File: config.mk
export PLATFORM = sky130hd
export DESIGN_NAME = conv3x3_relu_engine
export DESIGN_NICKNAME = d
export VERILOG_FILES = /design/src/rtl/conv3x3_relu_engine.sv
export SDC_FILE = /design/constraint.sdc
export NUM_CORES = 2
export LEC_CHECK = 0
export ABC_CLOCK_PERIOD_IN_PS = 9100
export BUFFER_PORTS_ARGS = -buffer_cell sky130_fd_sc_hd__buf_4
export CAP_MARGIN = 40
export CORE_ASPECT_RATIO = 1.25
export CORE_UTILIZATION = 60
export DETAILED_ROUTE_END_ITERATION = 10
export PLACE_DENSITY = 0.8
export SYNTH_ARGS = -nofsm -noshare
export SYNTH_HDL_FRONTEND = slang
export SYNTH_SLANG_ARGS = --single-unit
File: constraint.sdc
create_clock -name clk -period 9.1 [get_ports clk]
set_input_delay 1.365 -clock clk [delete_from_list [all_inputs] [get_ports clk]]
set_output_delay 1.365 -clock clk [all_outputs]
set_load 0.005 [all_outputs]
File: src/rtl/conv3x3_relu_engine.sv
// 3x3 multi-kernel convolution engine: zero-padded taps fetched one per cycle, all kernels
// accumulate in parallel, then bias, round-half-up, ReLU and saturation before per-kernel writes.
module conv3x3_relu_engine #(
    parameter int IMG_W = 64,
    parameter int IMG_H = 64,
    parameter int DW    = 20,
    parameter int FRAC  = 16,
    parameter int NK    = 2,
    parameter int AW    = $clog2(IMG_W*IMG_H)
) (
    input  logic                 clk,
    input  logic                 reset,
    input  logic                 ready,
    output logic                 busy,
    output logic [AW-1:0]        iaddr,
    input  logic signed [DW-1:0] idata,
    input  logic                 cfg_we,
    input  logic [5:0]           cfg_addr,
    input  logic signed [DW-1:0] cfg_data,
    output logic                 cwr,
    output logic [AW-1:0]        caddr_wr,
    output logic signed [DW-1:0] cdata_wr,
    output logic [2:0]           csel,
    output logic                 done
);
    localparam int ACC_W = 2*DW + 4;
    localparam int SUM_W = 2*DW + 6;
    localparam int CW    = $clog2(IMG_W);
    localparam int RW    = $clog2(IMG_H);
    localparam logic [CW-1:0] COL_LAST = CW'(IMG_W - 1);
    localparam logic [RW-1:0] ROW_LAST = RW'(IMG_H - 1);
    localparam logic [1:0]    WR_LAST  = 2'(NK - 1);
    localparam logic signed [SUM_W-1:0] SAT_MAX = SUM_W'((64'sd1 <<< (DW-1)) - 64'sd1);

    localparam logic [2:0] S_IDLE  = 3'd0;
    localparam logic [2:0] S_FETCH = 3'd1;
    localparam logic [2:0] S_ROUND = 3'd2;
    localparam logic [2:0] S_WRITE = 3'd3;
    localparam logic [2:0] S_DONE  = 3'd4;

    function automatic logic signed [DW-1:0] round_relu_sat(
        input logic signed [ACC_W-1:0] acc,
        input logic signed [DW-1:0]    bias
    );
        logic signed [SUM_W-1:0] sum;
        sum = SUM_W'(acc) + (SUM_W'(bias) <<< FRAC) + (SUM_W'(1) <<< (FRAC-1));
        sum = sum >>> FRAC;
        if (sum < 0)
            return '0;
        if (sum > SAT_MAX)
            return SAT_MAX[DW-1:0];
        return sum[DW-1:0];
    endfunction

    logic [2:0]    state_q, state_d;
    logic [3:0]    t_q, t_d;
    logic [1:0]    wcnt_q, wcnt_d;
    logic [RW-1:0] row_q, row_d;
    logic [CW-1:0] col_q, col_d;
    logic [AW-1:0] pix_q, pix_d;
    logic [AW-1:0] ahold_q;
    logic          tapv_q;
    logic [3:0]    tidx_q;

    logic signed [DW-1:0]    w_q   [NK][9];
    logic signed [DW-1:0]    b_q   [NK];
    logic signed [ACC_W-1:0] acc_q [NK];
    logic signed [DW-1:0]    res_q [NK];
    logic signed [2*DW-1:0]  prod  [NK];

    logic [1:0]           tr, tc;
    logic                 tap_in;
    logic                 fetch_issue;
    int                   tap_off;
    logic [AW-1:0]        tap_addr;
    logic signed [DW-1:0] wdata;

    // Tap t maps to neighbourhood row tr and column tc (0..2 = offset -1..+1).
    always_comb begin
        tr = 2'd0;
        tc = 2'd0;
        case (t_q)
            4'd1: tc = 2'd1;
            4'd2: tc = 2'd2;
            4'd3: tr = 2'd1;
            4'd4: begin tr = 2'd1; tc = 2'd1; end
            4'd5: begin tr = 2'd1; tc = 2'd2; end
            4'd6: tr = 2'd2;
            4'd7: begin tr = 2'd2; tc = 2'd1; end
            4'd8: begin tr = 2'd2; tc = 2'd2; end
            default: ;
        endcase
        tap_in = !((tr == 2'd0) && (row_q == '0)) && !((tr == 2'd2) && (row_q == ROW_LAST)) &&
                 !((tc == 2'd0) && (col_q == '0)) && !((tc == 2'd2) && (col_q == COL_LAST));
        tap_off     = (int'(tr) - 1) * IMG_W + int'(tc) - 1;
        tap_addr    = pix_q + AW'(tap_off);
        fetch_issue = (state_q == S_FETCH) && (t_q <= 4'd8) && tap_in;
    end

    // Out-of-image taps leave the address bus parked on the last issued address.
    assign iaddr = fetch_issue ? tap_addr : ahold_q;

    always_comb begin
        state_d = state_q;
        t_d     = t_q;
        wcnt_d  = wcnt_q;
        row_d   = row_q;
        col_d   = col_q;
        pix_d   = pix_q;
        case (state_q)
            S_IDLE: begin
                if (ready) begin
                    state_d = S_FETCH;
                    t_d     = '0;
                    row_d   = '0;
                    col_d   = '0;
                    pix_d   = '0;
                end
            end
            S_FETCH: begin
                if (t_q == 4'd9)
                    state_d = S_ROUND;
                else
                    t_d = t_q + 4'd1;
            end
            S_ROUND: begin
                state_d = S_WRITE;
                wcnt_d  = '0;
            end
            S_WRITE: begin
                if (wcnt_q != WR_LAST) begin
                    wcnt_d = wcnt_q + 2'd1;
                end else if ((row_q == ROW_LAST) && (col_q == COL_LAST)) begin
                    state_d = S_DONE;
                end else begin
                    state_d = S_FETCH;
                    t_d     = '0;
                    pix_d   = pix_q + 1'b1;
                    if (col_q == COL_LAST) begin
                        col_d = '0;
                        row_d = row_q + 1'b1;
                    end else begin
                        col_d = col_q + 1'b1;
                    end
                end
            end
            S_DONE:  state_d = S_IDLE;
            default: state_d = S_IDLE;
        endcase
    end

    always_ff @(posedge clk or negedge reset) begin
        if (!reset) begin
            state_q <= S_IDLE;
            t_q     <= '0;
            wcnt_q  <= '0;
            row_q   <= '0;
            col_q   <= '0;
            pix_q   <= '0;
            ahold_q <= '0;
            tapv_q  <= 1'b0;
            tidx_q  <= '0;
        end else begin
            state_q <= state_d;
            t_q     <= t_d;
            wcnt_q  <= wcnt_d;
            row_q   <= row_d;
            col_q   <= col_d;
            pix_q   <= pix_d;
            ahold_q <= iaddr;
            tapv_q  <= fetch_issue;
            tidx_q  <= t_q;
        end
    end

    always_ff @(posedge clk or negedge reset) begin
        if (!reset) begin
            for (int k = 0; k < NK; k++) begin
                b_q[k] <= '0;
                for (int i = 0; i < 9; i++)
                    w_q[k][i] <= '0;
            end
        end else if (cfg_we && !busy) begin
            for (int k = 0; k < NK; k++) begin
                for (int i = 0; i < 9; i++)
                    if (cfg_addr == 6'(k*10 + i))
                        w_q[k][i] <= cfg_data;
                if (cfg_addr == 6'(k*10 + 9))
                    b_q[k] <= cfg_data;
            end
        end
    end

    // Sample returned the cycle after its address; tidx_q/tapv_q describe that tap.
    always_comb begin
        for (int k = 0; k < NK; k++)
            prod[k] = idata * w_q[k][tidx_q];
    end

    always_ff @(posedge clk) begin
        for (int k = 0; k < NK; k++) begin
            if (state_q == S_FETCH) begin
                if (t_q == 4'd0)
                    acc_q[k] <= '0;
                else if (tapv_q)
                    acc_q[k] <= acc_q[k] + ACC_W'(prod[k]);
            end
            if (state_q == S_ROUND)
                res_q[k] <= round_relu_sat(acc_q[k], b_q[k]);
        end
    end

    always_comb begin
        wdata = '0;
        for (int k = 0; k < NK; k++)
            if (wcnt_q == 2'(k))
                wdata = res_q[k];
    end

    assign busy     = (state_q == S_FETCH) || (state_q == S_ROUND) || (state_q == S_WRITE);
    assign done     = (state_q == S_DONE);
    assign cwr      = (state_q == S_WRITE);
    assign csel     = cwr ? (3'(wcnt_q) + 3'd1) : 3'd0;
    assign caddr_wr = cwr ? pix_q : '0;
    assign cdata_wr = cwr ? wdata : '0;

endmodule

Word level (Yosys, flattened, before mapping)

Memories as Yosys holds them, arrays and structs flattened.
Cells that the tools add are included.

Multipliers: 2
Shift-type cells: 0
Bitwise gates (word level): 3
Reductions and logical operators: 58
Equal/unequal tests: 45
Magnitude comparators: 6
Add/subtract/negate cells: 16
Divide/modulo/power cells: 0
Muxes and demuxes: 70

Operators by type and width:

| kind                                                         | number |
|---|---|
| two-way mux 20 bit                                           | 17 |
| binary-select mux 20 bit (select 4 bit)                      | 2 |
| adder 45 x 17 -> 46 bit (second input constant)              | 2 |
| adder 44 x 36 -> 45 bit                                      | 2 |
| adder 44 x 40 -> 44 bit                                      | 2 |
| two-way mux 44 bit                                           | 2 |
| multiplier 20 x 20 -> 40 bit                                 | 2 |
| > comparator 30 x 20 -> 1 bit (second input constant)        | 2 |
| less-than comparator 30 x 1 -> 1 bit (second input constant) | 2 |
| two-way mux 12 bit                                           | 5 |
| equality test 6 x 4 -> 1 bit (second input constant)         | 8 |
| two-way mux 6 bit                                            | 7 |
| AND reduction 2 bit                                          | 21 |
| equality test 6 x 3 -> 1 bit (second input constant)         | 4 |
| equality test 6 x 5 -> 1 bit (second input constant)         | 4 |
| one-hot mux 12 bit (2 select lines)                          | 1 |
| one-hot mux 6 bit (2 select lines)                           | 2 |
| two-way mux 1 bit                                            | 19 |
| zero test 6 bit                                              | 3 |
| equality test 4 x 3 -> 1 bit (second input constant)         | 4 |
| two-way mux 4 bit                                            | 4 |
| two-way mux 3 bit                                            | 5 |
| adder 12 x 1 -> 12 bit (second input constant)               | 1 |
| adder 12 bit                                                 | 1 |
| 40 further kinds                                             | 78 |

Word-level logic and storage cells: 231
Memories: 2
Memory bits (read-only): 0
Bits of input ports: 50
Bits in latches: 0
Register bits: 450
Bits in writable memories: 128

Memory list:

| name  | words | width | rd ports | clocked after memory_dff | write ports | line | source |
|---|---|---|---|---|---|---|---|
| acc_q | 2     | 44    | 2        | 0                        | 2           | 67   | `logic signed [ACC_W-1:0] acc_q [NK];` |
| res_q | 2     | 20    | 2        | 0                        | 2           | 68   | `logic signed [DW-1:0] res_q [NK];` |

Depth between registers and ports, before layout

Depth after elaboration: 11
Gate-level depth with buffers: 33
Gate-level depth less buffers: 28

Least setup slack after synthesis

No wires, ideal clock.

Path kind: register to register
From: register tidx_q[0]
To: memory acc_q[1][43] (netlist bit) (data pin)
Path slack: -7 ps
Data arrival time: 8,972 ps
Path buffers: 3
Period minus slack after synthesis: 9,107 ps
Cell stages (with the launch flop): 29
Cell sequence: dfrtp_1 -> buf_2 -> buf_1 -> mux4_2 -> mux2i_1 -> o21ai_0 -> clkbuf_1 -> nand2_1 -> inv_1 -> fa_1 -> inv_1 -> fa_1 -> fa_1 -> inv_1 -> fa_1 -> fa_1 -> fa_1 -> inv_1 -> fa_1 -> inv_1 -> ha_1 -> and4_1 -> nand4_1 -> o21ai_0 -> o21ai_0 -> a21oi_1 -> a21oi_1 -> or4b_2 -> nand3_1

RTL lines:

| item                   | line | source |
|---|---|---|
| from (decl)            | 63   | `logic [3:0] tidx_q;` |
| from (signal assigned) | 172  | `tidx_q <= t_q;` |
| to (decl)              | 67   |  |

==> metrics.md <==
| Metric | Value |
|---|---|
| CP max stage delay | 0.54 ns |
| Final hold violation count | 0 |
| DR WL/cell | 21.7 um |
| Delay-heaviest family, CP | adder cells |
| Fin crit share | 97.6% |
| Vias in the first global route | 50.2k |
| Die area | 0.110 sq mm |
| Sequential power share | 16.9% |
| Worst skew pair latency | 0.66 ns |
| Top cell type's share of synthesized area | 30.6% |
| DR pass1 iterations | 8 |
| Unrepaired setup endpoints after global routing | true |
| # IOs | 100 |
| Synth area leaders | fa_1 (31%), dfrtp_1 (17%), inv_1 (8.1%) |
| Final total power | 21.9 mW |
| Worst Path Buf+Inv | 4 |
| Metal3 WL | 11.9 mm |
| Top-count cell post-synth | inv_1 |
| Final core occ | 65.3% |
| Root buffer cell | clkbuf_16 |
| Drt via density | 5.85 |
| Post-route ant nets | 0 |
| Worst Skew | 0.0460 ns |
| Classification of the worst setup path | reg -> reg |
| Number of CTS-inserted buffers | 58 |
| Highest metal used | met5 |
| FFs w/ async S/R, synth | 77.9% |
| Switching Fraction | 50.1% |
| Clock share of power | 11.1% |
| Outcome | finished, final reports clean |
| Internal | 10.9 mW |
| P_sw | 11.0 mW |
| Synthesis-to-layout area growth | 7.28% |
| Core area | 0.107 sq mm |
| Chip height | 371 um |
| Startpoint types | flop |
| CP endpoint kind | flop |
| Total grt overflow | 0 |
| Site Rows | 134 |
| Worst endpoint required time | 9.50 ns |
| Most frequent CP cell | fa_1 |
| Max Root-Sink Buffers | 3 |
| CP Data Arrival Time | 9.28 ns |
| Dpl hpwl | 131 mm |
| Fmax | 113 MHz |
| CTS tree | built |
| Post-Place Cells | 7725 |
| Rel. slew slack | 44.1% |
| # port buffers | 99 |
| Largest net degree at the start of global routing | 143 |
| Slowest stage cell, crit path | mux4_2 |
| CTS Sinks | 578 |
| Pins Over Slew Limit | 0 |
| Hold WS | 0.495 ns |
| First-pass GRT wire length | 271 mm |
| Worst vdd ir | 0.000333 V |
| FF+latch count, synth | 578 |
| Netlist cell types | 87 |
| Synth Cell Area | 0.0653 sq mm |
| Yosys Warn Count | 0 |
| Slew @ Worst Pin | 0.838 ns |
| Setup violators final | 0 |
| DR iter-0 viols | 3356 |
| DRC Markers | 0 |
| Clk slew on worst S/H paths | 0.07 ns |
| Logic pwr share | 72.0% |
| Fin nets | 7773 |
| Initial core utilization | 60.9% |
| Max cap viols | 0 |
| Area leader, netlist | fa_1 |
| Via count | 45.9k |
| Placer Congestion | 0.971 |
| Hold_buf cts | 0 |
| Share of cells above drive strength 1 | 14.0% |
| Min-delay worst type | reg -> reg |
| Initial antenna violation count | 10 |
| CP Max Fanout | 20 |
| Sequential share of the synthesized area | 23.1% |
| Dominant synthesized flop cell | dfrtp_1 |
| Final non-filler cell total | 7847 |
| Wire length on met2 | 86.7 mm |
| WL final | 170 mm |
| Min cycle time layout | 8.89 ns |
| LEAKAGE | 36.0 nW |
| Power Dens Cells | 313 mW/mm^2 |
| Die width | 297 um |
| Synthesized netlist cell count | 6391 |
| Synth Area per Inst | 10.2 sq um |
| CTS H-tree lvls | 2 |
| WL met1 | 61.9 mm |
| GRT Total Usage | 31.8% |
| Commonest cells in the netlist | inv_1 (1407), fa_1 (999), nand2_1 (556) |
| Post-synth EDFFs | 128 |
## timing repair
action	4_1_cts	5_1_grt
endpoints found under the setup margin	0	19
resized for setup	0	18
hold endpoints to repair	0	0
setup buffers	0	6
## layout by cell type (no fill, tap or decap), types with 11 or more instances in the layout
cell type | synthesis | routed
inv_1 | 1407 | 1407
fa_1 | 999 | 998
nand2_1 | 556 | 554
dfrtp_1 | 450 | 446
mux2_2 | 415 | 415
and2_1 | 393 | 393
ha_1 | 361 | 361
nor2_1 | 215 | 215
buf_4 | 3 | 211
a21oi_1 | 170 | 169
edfxtp_1 | 128 | 128
o21ai_0 | 130 | 90
mux4_2 | 80 | 80
xnor2_1 | 78 | 78
a21o_1 | 71 | 71
xor2_1 | 71 | 71
clkbuf_16 | 0 | 59
nand3_1 | 57 | 56
mux2i_1 | 52 | 50
nor3_1 | 38 | 37
o21ai_1 | 3 | 34
and3_1 | 29 | 29
nand4_1 | 24 | 24
nor2b_1 | 23 | 23
o21a_1 | 23 | 23
o21bai_1 | 23 | 23
a22oi_1 | 20 | 20
a31oi_1 | 20 | 19
a211oi_1 | 15 | 15
nand2b_1 | 15 | 15
or3_1 | 15 | 15
buf_12 | 0 | 15
nor4_1 | 13 | 12
clkbuf_1 | 303 | 12
clkinv_2 | 0 | 11
## metal layers
| metal | GRT usage (%) | vias to the layer above |
|---|---|---|
| li1 | - | 19800 |
| met1 | 37.9 | 23700 |
| met2 | 55.9 | 1807 |
| met3 | 4.78 | 551 |
| met4 | 16.3 | 8 |
| met5 | 0 | - |
## sequential cells by signal, summed over array words and instances (netlist names)
| signal | flops |
|---|---|
| w_q | 360 |
| acc_q | 88 |
| b_q | 40 |
| res_q | 40 |
| ahold_q | 12 |
| pix_q | 12 |
| col_q | 6 |
| row_q | 6 |
| t_q | 4 |
| tidx_q | 4 |
| state_q | 3 |
| wcnt_q | 2 |
| tapv_q | 1 |
## worst reg2reg max path, stage by stage (launching register included)
cell and delay, ns:
dfrtp_4 0.53, buf_12 0.24, mux4_2 0.55, mux2i_1 0.24, nor2_1 0.08, a21oi_1 0.53, buf_4 0.37, nor2_1 0.10
fa_1 0.53, fa_1 0.44, fa_1 0.47, fa_1 0.53, fa_1 0.43, fa_1 0.49, inv_1 0.06, fa_1 0.48
inv_1 0.04, ha_1 0.33, a21o_1 0.21, a21o_1 0.17, a221o_1 0.36, or3b_2 0.46, a21oi_1 0.25, or3_1 0.22
a2111oi_0 0.12, or3_1 0.39
## power by group through the flow
stage,clock (mW),sequential (mW),combinational [mW]
floorplan,0,3.47,11.6
global placement,0,3.73,15.2
detailed placement,0,3.73,15.6
CTS,2.45,3.70,15.7
global route,2.56,3.73,17.9
finish,2.43,3.70,15.8
## final timing paths
check / cells after the start / start / slack [ns] / to
worst max-delay path: 25 / tidx_q[0] / 0.21 / acc_q[0][41]
worst min-delay path: 0 / t_q[1] / 0.50 / tidx_q[1]
worst max register to register: 25 / tidx_q[0] / 0.21 / acc_q[0][41]
worst min register to register: 0 / t_q[1] / 0.50 / tidx_q[1]
max in group asynchronous: 2 / reset / 6.85 / tidx_q[1]
min in group asynchronous: 1 / reset / 0.76 / pix_q[9]
## cell type report
type,count,area (sq um)
diodes,6,15.0
clock buffers,80,1650
fillers,8227,37200
clock inverters,30,278
multi-input cells,4073,43700
inverters,1407,5280
well taps,1428,1790
flip-flops and latches,578,15100
repair buffers,245,2190
## per-stage QoR
| step | area [sq um] | setup slack, ns | setup TNS (ns) |
|---|---|---|---|
| after detailed placement | 68000 | 0.107 | 0 |
| after global routing | 70000 | -0.0410 | -0.0936 |
| after CTS | 69900 | 0.0271 | 0 |
| after global placement | 67800 | 0.170 | 0 |
| final | 70100 | 0.214 | 0 |
| after floorplan | 65300 | 0.00870 | 0 |
## logic make-up (layout without fill, tap and decap cells)
kind of cell | count (synthesis) | in the layout | synth area share, %
compound gates | 584 | 584 | 5.78
xor+xnor | 149 | 149 | 2.00
fa+ha+maj | 1360 | 1360 | 37.5
buf+inv | 1741 | 1762 | 10.1
flops | 578 | 578 | 23.1
mux | 547 | 547 | 10.7
other cells | 1 | 8 | 0.00574
simple gates | 1431 | 1431 | 10.8
Note: power is estimated with default switching activity, not from simulation.
